===== src/rtl/aes_pkg.sv =====
// Shared definitions for the AES round controller: key-length codes,
// round counts, FSM state encoding and default widths.
package aes_pkg;

  localparam int unsigned KlenWDefault   = 2;
  localparam int unsigned CntSizeDefault = 4;

  // Key-length select encodings
  localparam int unsigned KeyLen128     = 0;
  localparam int unsigned KeyLen192     = 1;
  localparam int unsigned KeyLen256     = 2;
  localparam int unsigned KeyLenIllegal = 3;

  // Number of rounds per key length
  localparam int unsigned NrAes128 = 10;
  localparam int unsigned NrAes192 = 12;
  localparam int unsigned NrAes256 = 14;

  typedef enum logic [2:0] {
    StIdle,
    StKeyWait,
    StInit,
    StRound,
    StFinal,
    StDone
  } round_state_e;

  // Round count for a key-length code; 0 marks an illegal code.
  function automatic int unsigned nr_for_klen(input int unsigned klen);
    int unsigned nr;
    case (klen)
      KeyLen128:     nr = NrAes128;
      KeyLen192:     nr = NrAes192;
      KeyLen256:     nr = NrAes256;
      KeyLenIllegal: nr = 0;
      default:       nr = 0;
    endcase
    return nr;
  endfunction

endpackage


===== src/rtl/aes_round_cnt.sv =====
// Round-index counter: synchronous clear, load and enable, with a
// terminal-count flag against a runtime limit. Saturates instead of wrapping.
module aes_round_cnt
  import aes_pkg::*;
#(
  parameter int unsigned CNT_SIZE = CntSizeDefault
) (
  input  logic                clk,
  input  logic                rst_n,
  input  logic                clr_i,
  input  logic                load_i,
  input  logic [CNT_SIZE-1:0] load_val_i,
  input  logic                en_i,
  input  logic [CNT_SIZE-1:0] limit_i,
  output logic [CNT_SIZE-1:0] cnt_o,
  output logic                tc_o
);

  logic [CNT_SIZE-1:0] cnt_q, cnt_d;

  // Next count: clear has priority over load, load over increment.
  always_comb begin
    cnt_d = cnt_q;
    if (clr_i) begin
      cnt_d = '0;
    end else if (load_i) begin
      cnt_d = load_val_i;
    end else if (en_i && (cnt_q != {CNT_SIZE{1'b1}})) begin
      cnt_d = cnt_q + CNT_SIZE'(1);
    end
  end

  // Count register.
  always_ff @(posedge clk or negedge rst_n) begin
    if (!rst_n) begin
      cnt_q <= '0;
    end else begin
      cnt_q <= cnt_d;
    end
  end

  assign cnt_o = cnt_q;
  assign tc_o  = (cnt_q == limit_i);

endmodule


===== src/rtl/aes_round_ctrl.sv =====
// AES encryption round controller: sequences key wait, initial key add,
// Nr-1 full rounds and a final round, then holds the result until accepted.
// Every output is a flop driven from next-state logic.
module aes_round_ctrl
  import aes_pkg::*;
#(
  parameter int unsigned CNT_SIZE = CntSizeDefault,
  parameter int unsigned KLEN_W   = KlenWDefault
) (
  input  logic                clk,
  input  logic                rst_n,
  input  logic                i_start,
  input  logic [KLEN_W-1:0]   i_key_len,
  input  logic                i_ks_ready,
  input  logic                i_out_ready,
  output logic                o_busy,
  output logic                o_ks_req,
  output logic                o_load,
  output logic                o_round_en,
  output logic                o_final,
  output logic [CNT_SIZE-1:0] o_round_idx,
  output logic                o_valid,
  output logic                o_err
);

  round_state_e        state_q, state_d;
  logic [CNT_SIZE-1:0] nr_q, nr_d;
  logic [CNT_SIZE-1:0] cnt_limit;
  logic                cnt_clr, cnt_load, cnt_en, cnt_tc;
  logic                err_d;
  int unsigned         nr_sel;

  assign nr_sel    = nr_for_klen(32'(i_key_len));
  // Last full round is Nr-1; the final round follows it.
  assign cnt_limit = nr_q - CNT_SIZE'(1);

  aes_round_cnt #(
    .CNT_SIZE (CNT_SIZE)
  ) u_round_cnt (
    .clk        (clk),
    .rst_n      (rst_n),
    .clr_i      (cnt_clr),
    .load_i     (cnt_load),
    .load_val_i (CNT_SIZE'(1)),
    .en_i       (cnt_en),
    .limit_i    (cnt_limit),
    .cnt_o      (o_round_idx),
    .tc_o       (cnt_tc)
  );

  // Next-state, round-count latch and counter control.
  always_comb begin
    state_d = state_q;
    nr_d    = nr_q;
    err_d   = 1'b0;
    unique case (state_q)
      StIdle: begin
        if (i_start) begin
          if (nr_sel != 0) begin
            nr_d    = CNT_SIZE'(nr_sel);
            state_d = StKeyWait;
          end else begin
            err_d = 1'b1;
          end
        end
      end
      StKeyWait: begin
        if (i_ks_ready) state_d = StInit;
      end
      StInit: begin
        state_d = StRound;
      end
      StRound: begin
        if (cnt_tc) state_d = StFinal;
      end
      StFinal: begin
        state_d = StDone;
      end
      StDone: begin
        if (i_out_ready) state_d = StIdle;
      end
      default: begin
        state_d = StIdle;
      end
    endcase

    // Index starts at 1 on the first round and is held at 0 outside rounds.
    cnt_load = (state_q == StInit);
    cnt_en   = (state_q == StRound);
    cnt_clr  = !((state_d == StRound) || (state_d == StFinal));
  end

  // State and latched round count.
  always_ff @(posedge clk or negedge rst_n) begin
    if (!rst_n) begin
      state_q <= StIdle;
      nr_q    <= '0;
    end else begin
      state_q <= state_d;
      nr_q    <= nr_d;
    end
  end

  // Registered outputs decoded from the next state.
  always_ff @(posedge clk or negedge rst_n) begin
    if (!rst_n) begin
      o_busy     <= 1'b0;
      o_ks_req   <= 1'b0;
      o_load     <= 1'b0;
      o_round_en <= 1'b0;
      o_final    <= 1'b0;
      o_valid    <= 1'b0;
      o_err      <= 1'b0;
    end else begin
      o_busy     <= (state_d != StIdle);
      o_ks_req   <= (state_d == StKeyWait);
      o_load     <= (state_d == StInit);
      o_round_en <= (state_d == StRound) || (state_d == StFinal);
      o_final    <= (state_d == StFinal);
      o_valid    <= (state_d == StDone);
      o_err      <= err_d;
    end
  end

endmodule

===== config.mk =====
export PLATFORM = sky130hd
export DESIGN_NAME = aes_round_ctrl
export DESIGN_NICKNAME = d
export VERILOG_FILES = /design/src/rtl/aes_pkg.sv /design/src/rtl/aes_round_cnt.sv /design/src/rtl/aes_round_ctrl.sv
export SDC_FILE = /design/constraint.sdc
export NUM_CORES = 1
export LEC_CHECK = 0
export ABC_AREA = 1
export ABC_CLOCK_PERIOD_IN_PS = 1700
export BUFFER_PORTS_ARGS = -buffer_cell sky130_fd_sc_hd__buf_2
export CAP_MARGIN = 20
export CORE_UTILIZATION = 52
export CTS_CLUSTER_SIZE = 28
export DETAILED_ROUTE_END_ITERATION = 12
export PLACE_DENSITY_LB_ADDON = 0.2
export SETUP_SLACK_MARGIN = 0.4
export SYNTH_ARGS = -nofsm -noshare
export SYNTH_HDL_FRONTEND = slang
export SYNTH_SLANG_ARGS = --single-unit

===== constraint.sdc =====
create_clock -name clk -period 1.7 [get_ports clk]
set_input_delay 0.34 -clock clk [delete_from_list [all_inputs] [get_ports clk]]
set_output_delay 0.34 -clock clk [all_outputs]
set_load 0.005 [all_outputs]

==> flow_metrics.tcl, run 1 <==
set metrics [dict create \
    ir_drop_mv 0.9443 \
    postLayoutCellArea_um2 1125 \
    first_pass_iters 4 \
    setup.worst_path.end_class "register" \
    die_y_um 43.28 \
    synth_nets 114 \
    finalHoldViolations 0 \
    min_period_ns 1.302 \
    wirelength_um 1742 \
    met1_length_um 778 \
    synth_area_um2 885.9 \
    crit_required_ns 1.89 \
    setup_violations 0 \
    grt_overflow 0 \
    port_buffers 17 \
    worst_slew_pin_slew_ns 0.3835 \
    fin_total_pwr_mw 1.971 \
    synth_seq_area_share_pct 48.02 \
    largest_register_ffs 4 \
    ys_types 18 \
    num_vias 769 \
    die_area_um2 1873 \
    fin_crit_sh_pct 76.59 \
    min_from "i_start" \
    die_w_um 43.28 \
    clock_skew_ns 0.005827 \
    core_area_um2 1541 \
    layout_common_cells "22 x nand2_1, 17 x inv_1, 17 x buf_2" \
    antenna_found_initial 0 \
    ant_nets 0 \
    slew_headroom_pct 74.43 \
    gp_congestion 0.7788 \
    io_pins 18 \
    highest_layer "met4" \
    num_antenna_cells 0 \
    area_delta_synth_final_pct 26.98 \
    dp.cells 135 \
    wl_met2_um 836 \
    via_per_inst 5.196 \
    clkTransAtPathRegs_ns 0.11 \
    worstSkewPairLatency_ns 0.30 \
    p_per_area_nw_per_um2 1752 \
    cp-startpoint "nr_q[1]" \
    p_leak_nw 0.6347 \
    rsz0062_at_grt "yes" \
    drcViolationCount 0 \
    grt_pass1_vias 651 \
    fin_setup_tns_ns 0 \
    numCtsBuffers 3 \
    start_util_pct 57.47 \
    wl_per_cell_um 11.77 \
    maxCapViolCount 0 \
    met3_length_um 82 \
    post_dp_cell_area_um2 991.0 \
    drive_gt1_share_pct 41.67 \
    fp-row-count 14 \
    outcome "finished clean" \
    final_common_cell "nand2_1" \
    grt_max_degree 18 \
    grt_pass1_wl_um 2746 \
    hpwl_um 1150 \
    cts_sinks 17 \
    root_buffer "clkbuf_4" \
    hp-class "in2reg" \
    path_max_fanout 3 \
    cts_tree "built" \
    arrival_ns 1.50 \
    path_class "reg2reg" \
    drv_slew 0 \
    instances_no_fill 148 \
    syn-instance-count 102 \
    drt_iter0_drc 12 \
    htree_levels 1 \
    syn_avg_cell_area_um2 8.685 \
    grt_usage_pct 20.32 \
    fin_nets 145 \
    synth-seq-cells 17 \
    clockBufferDepth 2 \
    r2r-start "nr_q[1]" \
    max_freq_mhz 768.0 \
    yosys_warnings 0 \
    start_kind "register" \
]
## critical path, cell delays in order, from the launching register on
cell and delay, ns:
dfrtp_1 0.39, inv_2 0.06, ha_4 0.26, inv_1 0.03, nand2_1 0.05, nand2_1 0.05, nor2_2 0.11, nand3_1 0.09
nand2_2 0.08, nand4_1 0.07
## area by class of cell
class / count / area [um^2]
sequential: 17 / 429.2
fill: 117 / 416.7
multi-input combinational: 62 / 406.6
timing repair buffer: 26 / 155.1
inverter: 23 / 86.33
clock buffer: 3 / 22.52
tap: 16 / 20.02
clock inverter: 1 / 5.005
## Yosys cell counts, drive strengths merged
cell   instances  share of area (%)
nor3           1               0.56
dfrtp         17                 48
a21oi          2                1.1
o31ai          1                2.4
nand2         30                 14
o21ai          5                2.8
inv           23                9.7
ha             5                7.1
nand3          7                5.1
nand4          4                2.8
nor2           7                6.2
## through the flow
stage	worst slack [ns]	utilization, %	hold slack (ns)
floorplan	0.4070	-	0.04441
global placement	0.3534	64.29	0.2803
detailed placement	0.3137	64.29	0.2812
CTS	0.3737	68.10	0.2861
global route	0.3205	72.97	0.2789
finish	0.3979	72.97	0.2806
## report_power, final
part | switching, mW | internal (mW) | total (mW)
Clock | 0.140 | 0.0878 | 0.228
Sequential | 0.133 | 0.556 | 0.689
Combinational | 0.588 | 0.466 | 1.05
## kinds of logic after synthesis
logic type	after synthesis	synth area share, %
and+or+nand+nor	49	28.81
buffers and inverters	23	9.745
DFF	17	48.02
AOI/OAI and AO/OA	8	6.355
adders and majority gates	5	7.062
## final timing paths
path	slack [ns]	depth (start not counted)	end
max	0.40	9	o_busy
min	0.28	3	o_err
max reg2reg	0.40	9	o_busy
min reg2reg	0.51	2	nr_q[3]
max in group asynchronous	0.92	2	u_round_cnt.cnt_o[0]
min in group asynchronous	0.48	2	o_final
## metal layers
metal	vias up	global-route usage, %
li1	376	-
met1	363	24.52
met2	23	32.54
met3	7	5.957
met4	0	10.30
met5	-	0
## repair_timing
item,CTS,global route
hold endpoints to repair,17,0
buffers inserted,1,7
pin swaps,5,3
hold buffers,1,0
gates resized for setup,3,9
setup endpoints to repair,5,11
No activity file was read; power rests on OpenSTA's default activity.
==> run 2, diff against run 1 <==
--- a/config.mk
+++ b/config.mk
@@ -6,7 +6,7 @@
 export NUM_CORES = 1
 export LEC_CHECK = 0
 export ABC_AREA = 1
-export ABC_CLOCK_PERIOD_IN_PS = 1700
+export ABC_CLOCK_PERIOD_IN_PS = 1400
 export BUFFER_PORTS_ARGS = -buffer_cell sky130_fd_sc_hd__buf_2
 export CAP_MARGIN = 20
 export CORE_UTILIZATION = 52
==> constraint.sdc (replaced) <==
create_clock -name clk -period 1.4 [get_ports clk]
set_input_delay 0.28 -clock clk [delete_from_list [all_inputs] [get_ports clk]]
set_output_delay 0.28 -clock clk [all_outputs]
set_load 0.005 [all_outputs]
==> flow_metrics.tcl, run 2 (synthesized netlist as in run 1, its figures left out) <==
set metrics [dict create \
    ir_drop_mv 1.263 \
    rsz0062_at_grt "yes" \
    start_util_pct 57.47 \
    ant_nets 0 \
    grt_max_degree 18 \
    drv_slew 0 \
    drive_gt1_share_pct 47.01 \
    arrival_ns 1.56 \
    num_antenna_cells 0 \
    cts_tree "built" \
    die_area_um2 1873 \
    die_y_um 43.28 \
    fin_crit_sh_pct 98.28 \
    grt_pass1_vias 696 \
    p_per_area_nw_per_um2 2230 \
    wirelength_um 2013 \
    grt_pass1_wl_um 2829 \
    port_buffers 17 \
    post_dp_cell_area_um2 991.0 \
    antenna_found_initial 0 \
    path_max_fanout 3 \
    internal_power_mw 1.451 \
    setup_violations 0 \
    slew_headroom_pct 74.68 \
    fin_nets 147 \
    slowest_stage "dfrtp_1" \
    drt_iter0_drc 34 \
    switching_power_mw 1.194 \
    grt_usage_pct 20.78 \
    htree_levels 1 \
    grt_overflow 0 \
    reg2reg_slack_ns 0.02 \
    max_freq_mhz 726.8 \
    wl_per_cell_um 13.42 \
    io_pins 18 \
    worstSkewPairLatency_ns 0.30 \
    via_per_inst 5.407 \
    crit_path_max_incr_delay_ns 0.41 \
    crit_chain "inv_2 > ha_4 > inv_1 > nand2_1 > nand2_1 > nand2_1 > nand2_2 > nand3_4 > nand2_4 > inv_2 > nand4_1" \
    p_leak_nw 0.6488 \
    clockBufferDepth 2 \
    worst_slew_pin_slew_ns 0.3798 \
    final_common_cell "nand2_1" \
    maxCapViolCount 0 \
    crit_required_ns 1.58 \
    cts_sinks 17 \
    area_delta_synth_final_pct 33.90 \
    fp-row-count 14 \
    min_period_ns 1.376 \
    fin_setup_tns_ns 0 \
    hp-class "in2reg" \
    p_sw_share_pct 45.14 \
    layout_common_cells "21 x nand2_1, 16 x buf_2, 15 x dfrtp_1" \
    fill_cells 107 \
    fin_total_pwr_mw 2.645 \
    pwr-share-seq_pct 30.3 \
    clkPwrFrac_pct 10.4 \
    start_kind "register" \
    die_w_um 43.28 \
    path_class "reg2reg" \
    finalHoldViolations 0 \
    setup.worst_path.end_class "register" \
    outcome "finished clean" \
    hpwl_um 1161 \
    p_comb_share_pct 59.2 \
    final_core_util_pct 76.95 \
    numCtsBuffers 3 \
    postLayoutCellArea_um2 1186 \
    largest_register_ffs 4 \
    clock_skew_ns 0.006864 \
    first_pass_iters 7 \
    root_buffer "clkbuf_4" \
    core_area_um2 1541 \
    clkTransAtPathRegs_ns 0.11 \
    drcViolationCount 0 \
    num_vias 811 \
    gp_congestion 0.7649 \
    critPathMostFrequentCell "nand2_1" \
]
[run 2: cell count changes in the layout (fill, tap and decap cells not counted), sizes merged]
cell,delta
buf,+2
[run 2: metrics by stage]
step	setup WS, ns	std cells	hold WS (ns)
floorplan	0.1474	102	-0.01559
global placement	0.09494	135	0.2203
detailed placement	0.05341	135	0.2250
CTS	0.08406	147	0.2242
global route	-0.05234	150	0.2250
finish	0.02410	150	0.2280
[run 2: path summary, 6_finish.rpt]
path / start / endpoint / depth (start not counted)
max reg2reg: nr_q[1] / o_busy / 11
max in group asynchronous: rst_n / state_q[0] / 2
max: nr_q[1] / o_busy / 11
min reg2reg: nr_q[3] / nr_q[3] / 2
min in group asynchronous: rst_n / u_round_cnt.cnt_o[2] / 2
min: i_start / o_err / 3
[run 2: final cells by class]
cell class,count,area (um^2),share of cell area [%]
clock buffers,3,22.52,1.899
multi-input cells,62,429.2,36.18
inverters,23,88.84,7.489
repair buffers,28,192.7,16.24
clock inverters,1,5.005,0.4219
well taps,16,20.02,1.688
flip-flops and latches,17,427.9,36.08
[run 2: power by group through the flow]
stage          Combinational, mW  Clock, mW  Sequential (mW)
5_1_grt                     1.69      0.301            0.821
6_report                    1.57      0.276            0.802
3_3_place_gp               0.981          0            0.816
3_5_place_dp                1.01          0            0.821
2_1_floorplan              0.748          0            0.808
4_1_cts                     1.30      0.272            0.795
[run 2: critical path: cells and delay by family, from the launching register on]
family,cells,cell delay (ns)
buffers and inverters,3,0.17
adders and majority gates,1,0.13
DFF,1,0.41
and+or+nand+nor,7,0.55
[run 2: routing by layer]
| metal | track usage [%] | up-vias | routed length (um) |
|---|---|---|---|
| li1 | - | 383 | - |
| met1 | 25.41 | 382 | 832 |
| met2 | 34.33 | 40 | 1007 |
| met3 | 5.106 | 6 | 126 |
| met4 | 9.091 | 0 | 46 |
| met5 | 0 | - | 0 |
[run 2: timing repair]
action | 4_1_cts | 5_1_grt
pin swaps | 6 | 8
endpoints found under the hold margin | 17 | 0
setup buffers | 7 | 3
setup endpoints to repair | 24 | 25
hold buffers | 1 | 0
gates cloned | 0 | 0
resized for setup | 14 | 10
==> run 3, diff against run 2 <==
--- a/config.mk
+++ b/config.mk
@@ -13,6 +13,7 @@
 export CTS_CLUSTER_SIZE = 28
 export DETAILED_ROUTE_END_ITERATION = 12
 export PLACE_DENSITY_LB_ADDON = 0.2
+export RECOVER_POWER = 25
 export SETUP_SLACK_MARGIN = 0.4
 export SYNTH_ARGS = -nofsm -noshare
 export SYNTH_HDL_FRONTEND = slang
==> flow_metrics.tcl, run 3 (synthesized netlist as in run 1, its figures left out) <==
set metrics [dict create \
    drive_gt1_share_pct 47.01 \
    grt_pass1_wl_um 2829 \
    switching_power_mw 1.203 \
    rsz0062_at_grt "yes" \
    clockBufferDepth 2 \
    io_pins 18 \
    fp-row-count 14 \
    drv_slew 0 \
    wl_per_cell_um 13.44 \
    wirelength_um 2016 \
    hold_slack_ns 0.2243 \
    hp-class "in2reg" \
    slew_headroom_pct 71.70 \
    rr_endpoint "o_busy" \
    grt_usage_pct 20.78 \
    internal_power_mw 1.451 \
    path_class "reg2reg" \
    layout_common_cells "21 x nand2_1, 15 x buf_2, 15 x dfrtp_1" \
    ant_nets 0 \
    htree_levels 1 \
    fin_setup_tns_ns 0 \
    clkTransAtPathRegs_ns 0.11 \
    numCtsBuffers 3 \
    root_buffer "clkbuf_4" \
    die_w_um 43.28 \
    gp_congestion 0.7649 \
    instances_no_fill 150 \
    r2r-start "nr_q[1]" \
    first_pass_iters 4 \
    die_y_um 43.28 \
    largest_register_ffs 4 \
    grt_max_degree 18 \
    p_leak_nw 0.6490 \
    via_per_inst 5.500 \
    clock_skew_ns 0.007539 \
    cts_sinks 17 \
    dp_slack_ns 0.05341 \
    finalHoldViolations 0 \
    p_comb_share_pct 59.2 \
    ir_drop_mv 1.260 \
    final_common_cell "nand2_1" \
    setup.worst_path.end_class "register" \
    min_to "o_err" \
    worstSkewPairLatency_ns 0.30 \
    start_util_pct 57.47 \
    area_delta_synth_final_pct 33.90 \
    die_area_um2 1873 \
    worst_slew_pin_slew_ns 0.4245 \
    grt_overflow 0 \
    arrival_ns 1.57 \
    start_kind "register" \
    crit_required_ns 1.59 \
    num_vias 825 \
    max_freq_mhz 724.3 \
    reg2reg_slack_ns 0.02 \
    cts_tree "built" \
    fin_ws_ns 0.01939 \
    drt_iter0_drc 34 \
    outcome "finished clean" \
    min_period_ns 1.381 \
    num_antenna_cells 0 \
    core_area_um2 1541 \
    drcViolationCount 0 \
    rr_worst_depth 11 \
    p_per_area_nw_per_um2 2237 \
    cp-startpoint "nr_q[1]" \
    grt_pass1_vias 696 \
    fin_total_pwr_mw 2.654 \
    clkPwrFrac_pct 10.5 \
    min_from "i_start" \
    setup_violations 0 \
    fin_crit_sh_pct 98.61 \
    pwr-share-seq_pct 30.2 \
    hold_depth 3 \
    port_buffers 17 \
    dp.cells 135 \
    antenna_found_initial 0 \
    fin_nets 147 \
    p_sw_share_pct 45.32 \
    maxCapViolCount 0 \
    path_max_fanout 3 \
    hpwl_um 1161 \
    fill_cells 107 \
]
[run 3: cell types whose count changed in the layout (fill, tap and decap cells not counted)]
cell      previous run  this run
clkbuf_2             0         1
buf_2               16        15
[run 3: final cells by class]
class / instances / area, um^2 / share of cell area, %
well taps: 16 / 20.02 / 1.688
repair buffers: 28 / 192.7 / 16.24
clock buffers: 3 / 22.52 / 1.899
inverters: 23 / 88.84 / 7.489
clock inverters: 1 / 5.005 / 0.4219
multi-input cells: 62 / 429.2 / 36.18
flip-flops and latches: 17 / 427.9 / 36.08
[run 3: worst max-delay path: stages (launching register included)]
cell     delay [ns]
dfrtp_1        0.41
inv_2          0.09
ha_4           0.13
inv_1          0.03
nand2_1        0.07
nand2_1        0.07
nand2_1        0.09
nand2_2        0.09
nand3_4        0.09
nand2_4        0.07
inv_2          0.05
nand4_1        0.07
[run 3: power by group through the flow]
| stage | clock network (mW) | registers [mW] | logic, mW |
|---|---|---|---|
| floorplan | 0 | 0.808 | 0.748 |
| global placement | 0 | 0.816 | 0.981 |
| detailed placement | 0 | 0.821 | 1.01 |
| CTS | 0.272 | 0.795 | 1.30 |
| global route | 0.301 | 0.821 | 1.69 |
| finish | 0.280 | 0.802 | 1.57 |
[run 3: routing by layer]
layer  share of wire, %  up-vias  GRT usage, %
met3                5.0       11         5.106
met1                 42      388         25.41
li1                   -      384             -
met2                 49       42         34.33
met4                3.0        0         9.091
met5                  0        -             0
[run 3: timing repair]
item / CTS / global route
endpoints found under the hold margin: 17 / 0
setup endpoints to repair: 24 / 25
pin swaps: 6 / 8
hold buffers: 1 / 0
setup buffers: 7 / 3
resized for setup: 14 / 10
[run 3: how the worst max path moves through the flow]
| stage | depth (start not counted) | slack [ns] | to |
|---|---|---|---|
| 2_1_floorplan | 9 | 0.15 | o_busy |
| 3_3_place_gp | 9 | 0.09 | o_busy |
| 3_5_place_dp | 9 | 0.05 | o_busy |
| 4_1_cts | 9 | 0.08 | o_busy |
| 5_1_grt | 11 | -0.05 | o_busy |
| 6_report | 11 | 0.02 | o_busy |
[run 3: through the flow]
stage	area, um^2	util [%]
after floorplan	885.9	-
after global placement	991.0	64.29
after detailed placement	991.0	64.29
after CTS	1127	73.13
after global routing	1186	76.95
final	1186	76.95
